File: src/rtl/mlp_loop_seq.sv
// Run-time-bounded (q, n, i) nested-loop index sequencer for the MLP datapath.
// A start/busy/done handshake frames each job; stall holds the stream and abort cancels it.
module mlp_loop_seq #(
  parameter int QW = 4,
  parameter int NW = 8,
  parameter int IW = 4
) (
  input  logic          clk,
  input  logic          rst,
  input  logic          start,
  input  logic [QW-1:0] q_max,
  input  logic [NW-1:0] n_max,
  input  logic [IW-1:0] i_max,
  input  logic          stall,
  input  logic          abort,
  output logic [QW-1:0] q,
  output logic [NW-1:0] n,
  output logic [IW-1:0] i,
  output logic          valid,
  output logic          q_first,
  output logic          q_last,
  output logic          n_last,
  output logic          i_last,
  output logic          busy,
  output logic          done,
  output logic          err
);

  typedef enum logic [1:0] {IDLE, RUN, DONE} state_t;

  state_t        state_reg, state_next;
  logic [QW-1:0] q_reg, q_next, q_max_reg, q_max_next;
  logic [NW-1:0] n_reg, n_next, n_max_reg, n_max_next;
  logic [IW-1:0] i_reg, i_next, i_max_reg, i_max_next;
  logic          err_reg, err_next;

  always_ff @(posedge clk) begin
    if (rst) begin
      state_reg <= IDLE;
      q_reg     <= QW'(1);
      n_reg     <= NW'(1);
      i_reg     <= IW'(1);
      q_max_reg <= '0;
      n_max_reg <= '0;
      i_max_reg <= '0;
      err_reg   <= 1'b0;
    end else begin
      state_reg <= state_next;
      q_reg     <= q_next;
      n_reg     <= n_next;
      i_reg     <= i_next;
      q_max_reg <= q_max_next;
      n_max_reg <= n_max_next;
      i_max_reg <= i_max_next;
      err_reg   <= err_next;
    end
  end

  always_comb begin
    state_next = state_reg;
    q_next     = q_reg;
    n_next     = n_reg;
    i_next     = i_reg;
    q_max_next = q_max_reg;
    n_max_next = n_max_reg;
    i_max_next = i_max_reg;
    err_next   = 1'b0;
    if (abort) begin
      state_next = IDLE;
      q_next     = QW'(1);
      n_next     = NW'(1);
      i_next     = IW'(1);
    end else begin
      case (state_reg)
        IDLE: begin
          if (start) begin
            if (q_max != '0 && n_max != '0 && i_max != '0) begin
              q_max_next = q_max;
              n_max_next = n_max;
              i_max_next = i_max;
              q_next     = QW'(1);
              n_next     = NW'(1);
              i_next     = IW'(1);
              state_next = RUN;
            end else begin
              err_next = 1'b1;
            end
          end
        end
        RUN: begin
          // Equality compares keep every index within its bound at full width.
          if (!stall) begin
            if (q_reg != q_max_reg) begin
              q_next = q_reg + QW'(1);
            end else begin
              q_next = QW'(1);
              if (n_reg != n_max_reg) begin
                n_next = n_reg + NW'(1);
              end else begin
                n_next = NW'(1);
                if (i_reg != i_max_reg) begin
                  i_next = i_reg + IW'(1);
                end else begin
                  i_next     = IW'(1);
                  state_next = DONE;
                end
              end
            end
          end
        end
        DONE:    state_next = IDLE;
        default: state_next = IDLE;
      endcase
    end
  end

  assign q       = q_reg;
  assign n       = n_reg;
  assign i       = i_reg;
  assign valid   = (state_reg == RUN);
  assign busy    = (state_reg == RUN);
  assign done    = (state_reg == DONE);
  assign err     = err_reg;
  assign q_first = valid && (q_reg == QW'(1));
  assign q_last  = valid && (q_reg == q_max_reg);
  assign n_last  = valid && (n_reg == n_max_reg);
  assign i_last  = valid && (i_reg == i_max_reg);

endmodule

File: config.mk
export PLATFORM = sky130hd
export DESIGN_NAME = mlp_loop_seq
export DESIGN_NICKNAME = d
export VERILOG_FILES = /design/src/rtl/mlp_loop_seq.sv
export SDC_FILE = /design/constraint.sdc
export NUM_CORES = 1
export LEC_CHECK = 0
export CAP_MARGIN = 5
export CORE_ASPECT_RATIO = 0.5
export CORE_MARGIN = 2
export CORE_UTILIZATION = 45
export CTS_BUF_LIST = sky130_fd_sc_hd__clkbuf_16
export CTS_CLUSTER_DIAMETER = 80
export CTS_CLUSTER_SIZE = 20
export DETAILED_ROUTE_END_ITERATION = 16
export DONT_BUFFER_PORTS = 1
export PLACE_DENSITY = 0.65
export SYNTH_ARGS = -nofsm -noshare
export SYNTH_HDL_FRONTEND = slang
export SYNTH_SLANG_ARGS = --single-unit
File: constraint.sdc
create_clock -name clk -period 4 [get_ports clk]
set_clock_uncertainty 0.05 [all_clocks]
set_input_delay 0.6 -clock clk [delete_from_list [all_inputs] [get_ports clk]]
set_output_delay 0.6 -clock clk [all_outputs]
set_load 0.05 [all_outputs]
==> impl_metrics.toml, run 1 <==
[sta]
setup_slack_ns = 1.17
slew_headroom_pct = 38.0
worst_pin_slew_ns = 0.926
hold-worst-slack_ns = 0.338
max_freq_ghz = 0.353
hold_violations = 0
setup_viol = 0
period_share_pct = 70.8
drv_slew = 0
period_needed_ns = 2.83
setup_tns_ns = 0
rsz0062_at_grt = "no"

[critical_path]
slowest_stage = "dfxtp_1"
cp_max_fo = 6
critPathTopFamily = "simple AND/OR/NAND/NOR gates"
critPathCaptureType = "primary output"
start_kind = "flop"
crit_arrival_ns = 2.18
critical_path_class = "reg2out"
critPathRequiredTime_ns = 3.35
cp_cell_sequence = "xnor2_1, nand4_1, nor2_1"
crit_buf_inv = 0
max_stage_delay_ns = 0.78

[cells_and_area]
final_common_cell = "dfxtp_1"
n_antenna_cell = 0
drive_gt1_share_pct = 9.74
area_delta_synth_final_pct = 11.1
fin_nets = 219
mostFrequentLayoutCells = "dfxtp_1 (35), nor2_1 (27), xnor2_1 (20)"

[grt]
grt_usage_pct = 18.0
grt_max_degree = 19
grt_overflow_total = 0
antenna_found_initial = 0
first_global_vias = 1257
grt_pass1_wl_mm = 6.09

[place]
place_hpwl_mm = 3.00
portBuffers = 0
pre_cts_slack_ns = 1.38
routabilityCongestion = 0.774

[yosys]
synth_warnings = 0
synthArstFlopShare_pct = 0
synth-edff-count = 0
yosys_most_used_dff = "dfxtp_1"
synth_area_mm2 = 0.00176
synthDistinctLibCells = 43
synth_seq_cells = 35
synth.avg_cell_area_um2 = 9.14
synthCells = 193
ys_seq_area_share_pct = 39.7
synth_nets = 218

[route]
vias = 1391
vias_per_cell = 5.59
wl_per_cell_um = 15.7
wirelength_mm = 3.90
drc = 0
drt_iter0_drc = 42
dr.pass1.iters = 4
final_antenna_net_count = 0

[power]
peakVddDrop_uv = 206
power_leakage_nw = 0.726
power_density_mw_per_mm2 = 427

[clocking]
clk_pin_slew_ns = 0.06
cts_setup_buffers = 0
cts_tree = "built"
cts_sinks = 35
ctsResizeCount = 0
root_buffer = "clkbuf_16"
clock_path_buffers = 2
insertion_delay_ns = 0.28
holdBufCountCts = 0
cts-buffers-inserted = 5
htree_levels = 2

[floorplanning]
num_io_pins = 45
fp.dieH_um = 48.3
die_area_mm2 = 0.00447
die_x_um = 92.6
start_util_pct = 46.1
core-area_mm2 = 0.00382
placementRows = 16

[worst_hold_path]
hp-class = "in2reg"

[run_status]
status = "finished clean"

[run]
maxCapViolations = 0
==> layer usage <==
| metal | track usage [%] | share of wire (%) | up-vias |
|---|---|---|---|
| li1 | - | - | 687 |
| met1 | 22.5 | 47 | 669 |
| met2 | 29.3 | 45 | 31 |
| met3 | 7.57 | 6.9 | 4 |
| met4 | 5.97 | 0.74 | 0 |
| met5 | 0 | 0 | - |
==> synth_stat cells, types with 2 or more instances <==
library cell,instances,share of area (%)
xnor2_1,20,9.9
clkbuf_1,3,0.64
a22o_1,2,0.99
nand4_1,3,1.1
o21ai_1,8,2.3
or2_1,2,0.71
ha_1,4,2.8
a31oi_1,2,0.71
dfxtp_1,35,40
nor3_1,2,0.57
nor2b_1,2,0.71
nand3_1,6,1.7
mux2i_1,16,9.1
a41oi_1,2,0.99
nand2_1,12,2.6
buf_4,3,1.3
nor3b_1,2,0.85
inv_1,3,0.64
and3_1,4,1.4
nor4_1,8,2.8
a21oi_1,6,1.7
nor2_1,27,5.7
==> where the power goes <==
part | switching [W] | internal (W) | total, W | leakage (nW)
sequential | 0.0000165 | 0.000359 | 0.000376 | 0.284
clock | 0.000151 | 0.000232 | 0.000384 | 0.0664
combinational | 0.0000474 | 0.0000310 | 0.0000784 | 0.375
==> cell families after synthesis <==
kind of cell	Yosys count	synth area share, %
AO/OA/AOI/OAI	29	11.8
XOR/XNOR	20	9.93
adder cells (fa/ha/maj)	4	2.84
buffers and inverters	10	2.84
flip-flops	35	39.7
multiplexers	16	9.08
AND/OR/NAND/NOR	79	23.8
==> final timing paths <==
| path | startpoint | end | slack [ns] | depth (start not counted) |
|---|---|---|---|---|
| worst max-delay path | q[0] | q_last | 1.17 | 3 |
| worst min-delay path | rst | q_max_reg[2] | 0.34 | 1 |
| worst max register to register | q[0] | n[7] | 1.36 | 6 |
| worst min register to register | q_max_reg[0] | q_max_reg[0] | 0.47 | 2 |
==> area by class of cell <==
cell class              instances  area (um^2)
fillers                       364         1860
repair buffers                  1         7.51
clock buffers                   5          125
multi-input cells             148         1020
flip-flops and latches         35          701
well taps                      54         67.6
clock inverters                 3         23.8
inverters                       3         11.3
==> metrics by stage <==
stage | area (um^2) | total power, W | util (%) | instances
floorplan | 1760 | 0.000451 | - | 193
global placement | 1810 | 0.000460 | 47.4 | 241
detailed placement | 1810 | 0.000462 | 47.4 | 241
CTS | 1960 | 0.000844 | 51.3 | 249
global route | 1960 | 0.000872 | 51.3 | 249
finish | 1960 | 0.000838 | 51.3 | 249
Power figures use the tool's default switching activity.
==> inputs of run 2 (changes only) <==
==> constraint.sdc (replaced) <==
create_clock -name clk -period 2.7 [get_ports clk]
set_clock_uncertainty 0.05 [all_clocks]
set_input_delay 0.405 -clock clk [delete_from_list [all_inputs] [get_ports clk]]
set_output_delay 0.405 -clock clk [all_outputs]
set_load 0.05 [all_outputs]
==> impl_metrics.toml, run 2 (synthesized netlist as in run 1, its figures left out) <==
[run_status]
status = "finished clean"

[route]
dr.pass1.iters = 4
met1_length_mm = 1.80
wl_met3_um = 292
top_layer = "met4"
wl_per_cell_um = 15.2
wl_met2_mm = 1.99
final_antenna_net_count = 0
wirelength_mm = 4.13
vias_per_cell = 5.46
drt_iter0_drc = 50
vias = 1479
drc = 0

[run]
maxCapViolations = 0

[sta]
setup_slack_ns = 0.627
setup_tns_ns = 0
setup_viol = 0
max_freq_ghz = 0.482
hold_violations = 0
period_share_pct = 76.8
worst_pin_slew_ns = 0.588
period_needed_ns = 2.07
rsz0062_at_grt = "no"
slew_headroom_pct = 60.8
drv_slew = 0

[worst_hold_path]
worstHoldEndpoint = "i_max_reg[3]"
min_path_cells = 1
hp-start = "rst"
hp-class = "in2reg"

[clocking]
clk_pin_slew_ns = 0.05
insertion_delay_ns = 0.28
cts_sinks = 35
ctsResizeCount = 0
cts_setup_buffers = 0
cts_tree = "built"
clock_path_buffers = 2
root_buffer = "clkbuf_16"
htree_levels = 2
holdBufCountCts = 0
cts-buffers-inserted = 5

[critical_path]
reg2reg_slack_ns = 0.63
cp_max_fo = 10
timing.rr.end = "n[7]"
critPathRequiredTime_ns = 2.86
critPathCaptureType = "flop"
crit_arrival_ns = 2.23
critical_path_class = "reg2reg"
start_kind = "flop"
reg2regPathDepth = 5
r2r-start = "state_reg[1]"

[place]
routabilityCongestion = 0.789
place_hpwl_mm = 3.20
placed_area_mm2 = 0.00198
dp.cells = 263
portBuffers = 0
pre_cts_slack_ns = 0.623

[power]
power_density_mw_per_mm2 = 583
power_leakage_nw = 0.841
peakVddDrop_uv = 235

[cells_and_area]
nFillCells = 357
fin_nets = 241
n_antenna_cell = 0
final_cell_area_mm2 = 0.00212
area_delta_synth_final_pct = 20.3
fin_cells = 271
final_core_util_pct = 55.5
mostFrequentLayoutCells = "dfxtp_1 (35), nor2_1 (27), buf_4 (23)"
drive_gt1_share_pct = 18.4
final_common_cell = "dfxtp_1"

[floorplanning]
num_io_pins = 45
die_area_mm2 = 0.00447
die_x_um = 92.6
fp.dieH_um = 48.3
placementRows = 16
start_util_pct = 46.1
core-area_mm2 = 0.00382

[grt]
grt_overflow_total = 0
grt_pass1_wl_mm = 6.71
grt_max_degree = 19
antenna_found_initial = 0
first_global_vias = 1429
grt_usage_pct = 20.2
[run 2: cell count changes in the layout (fill, tap and decap cells not counted)]
cell        delta
inv_6          -1
clkinv_1       +1
buf_4         +22
clkinvlp_4     -1
clkinv_4       +1
[run 2: critical path: stages, from the launching register on]
cell,delay [ns]
dfxtp_1,0.37
nor3b_1,0.36
nand3_2,0.25
a2111oi_4,0.62
a41oi_1,0.19
a31oi_1,0.17
[run 2: layout make-up]
class,instances,area (um^2),share of cell area (%)
multi-input combinational,148,1020,48.3
sequential,35,701,33.0
timing repair buffer,23,173,8.14
clock buffer,5,125,5.90
tap,54,67.6,3.18
clock inverter,3,20.0,0.943
inverter,3,11.3,0.531
[run 2: how the worst max path moves through the flow]
stage,startpoint,to,slack (ns),cells past startpoint
after floorplan,n[6],n_last,0.06,3
after global placement,q_max_reg[3],n[7],0.72,6
after detailed placement,q_max_reg[1],n[7],0.62,6
after CTS,q_max_reg[1],n[7],0.62,6
after global routing,state_reg[1],n[7],0.51,5
final,state_reg[1],n[7],0.63,5
[run 2: report_power, final]
group          switching [W]  leakage [nW]  internal, W
Sequential         0.0000119         0.284     0.000533
Clock               0.000217        0.0674     0.000339
Combinational      0.0000844         0.490    0.0000515
[run 2: routing by layer]
metal	track usage [%]	up-vias
met5	0	-
met1	22.5	704
met3	8.35	7
met2	36.4	33
met4	8.66	0
li1	-	735
[run 2: stage by stage]
stage | total power [W] | hold slack, ns
floorplan | 0.000669 | 0.435
global placement | 0.000688 | 0.429
detailed placement | 0.000692 | 0.432
CTS | 0.00125 | 0.137
global route | 0.00129 | 0.131
finish | 0.00124 | 0.141
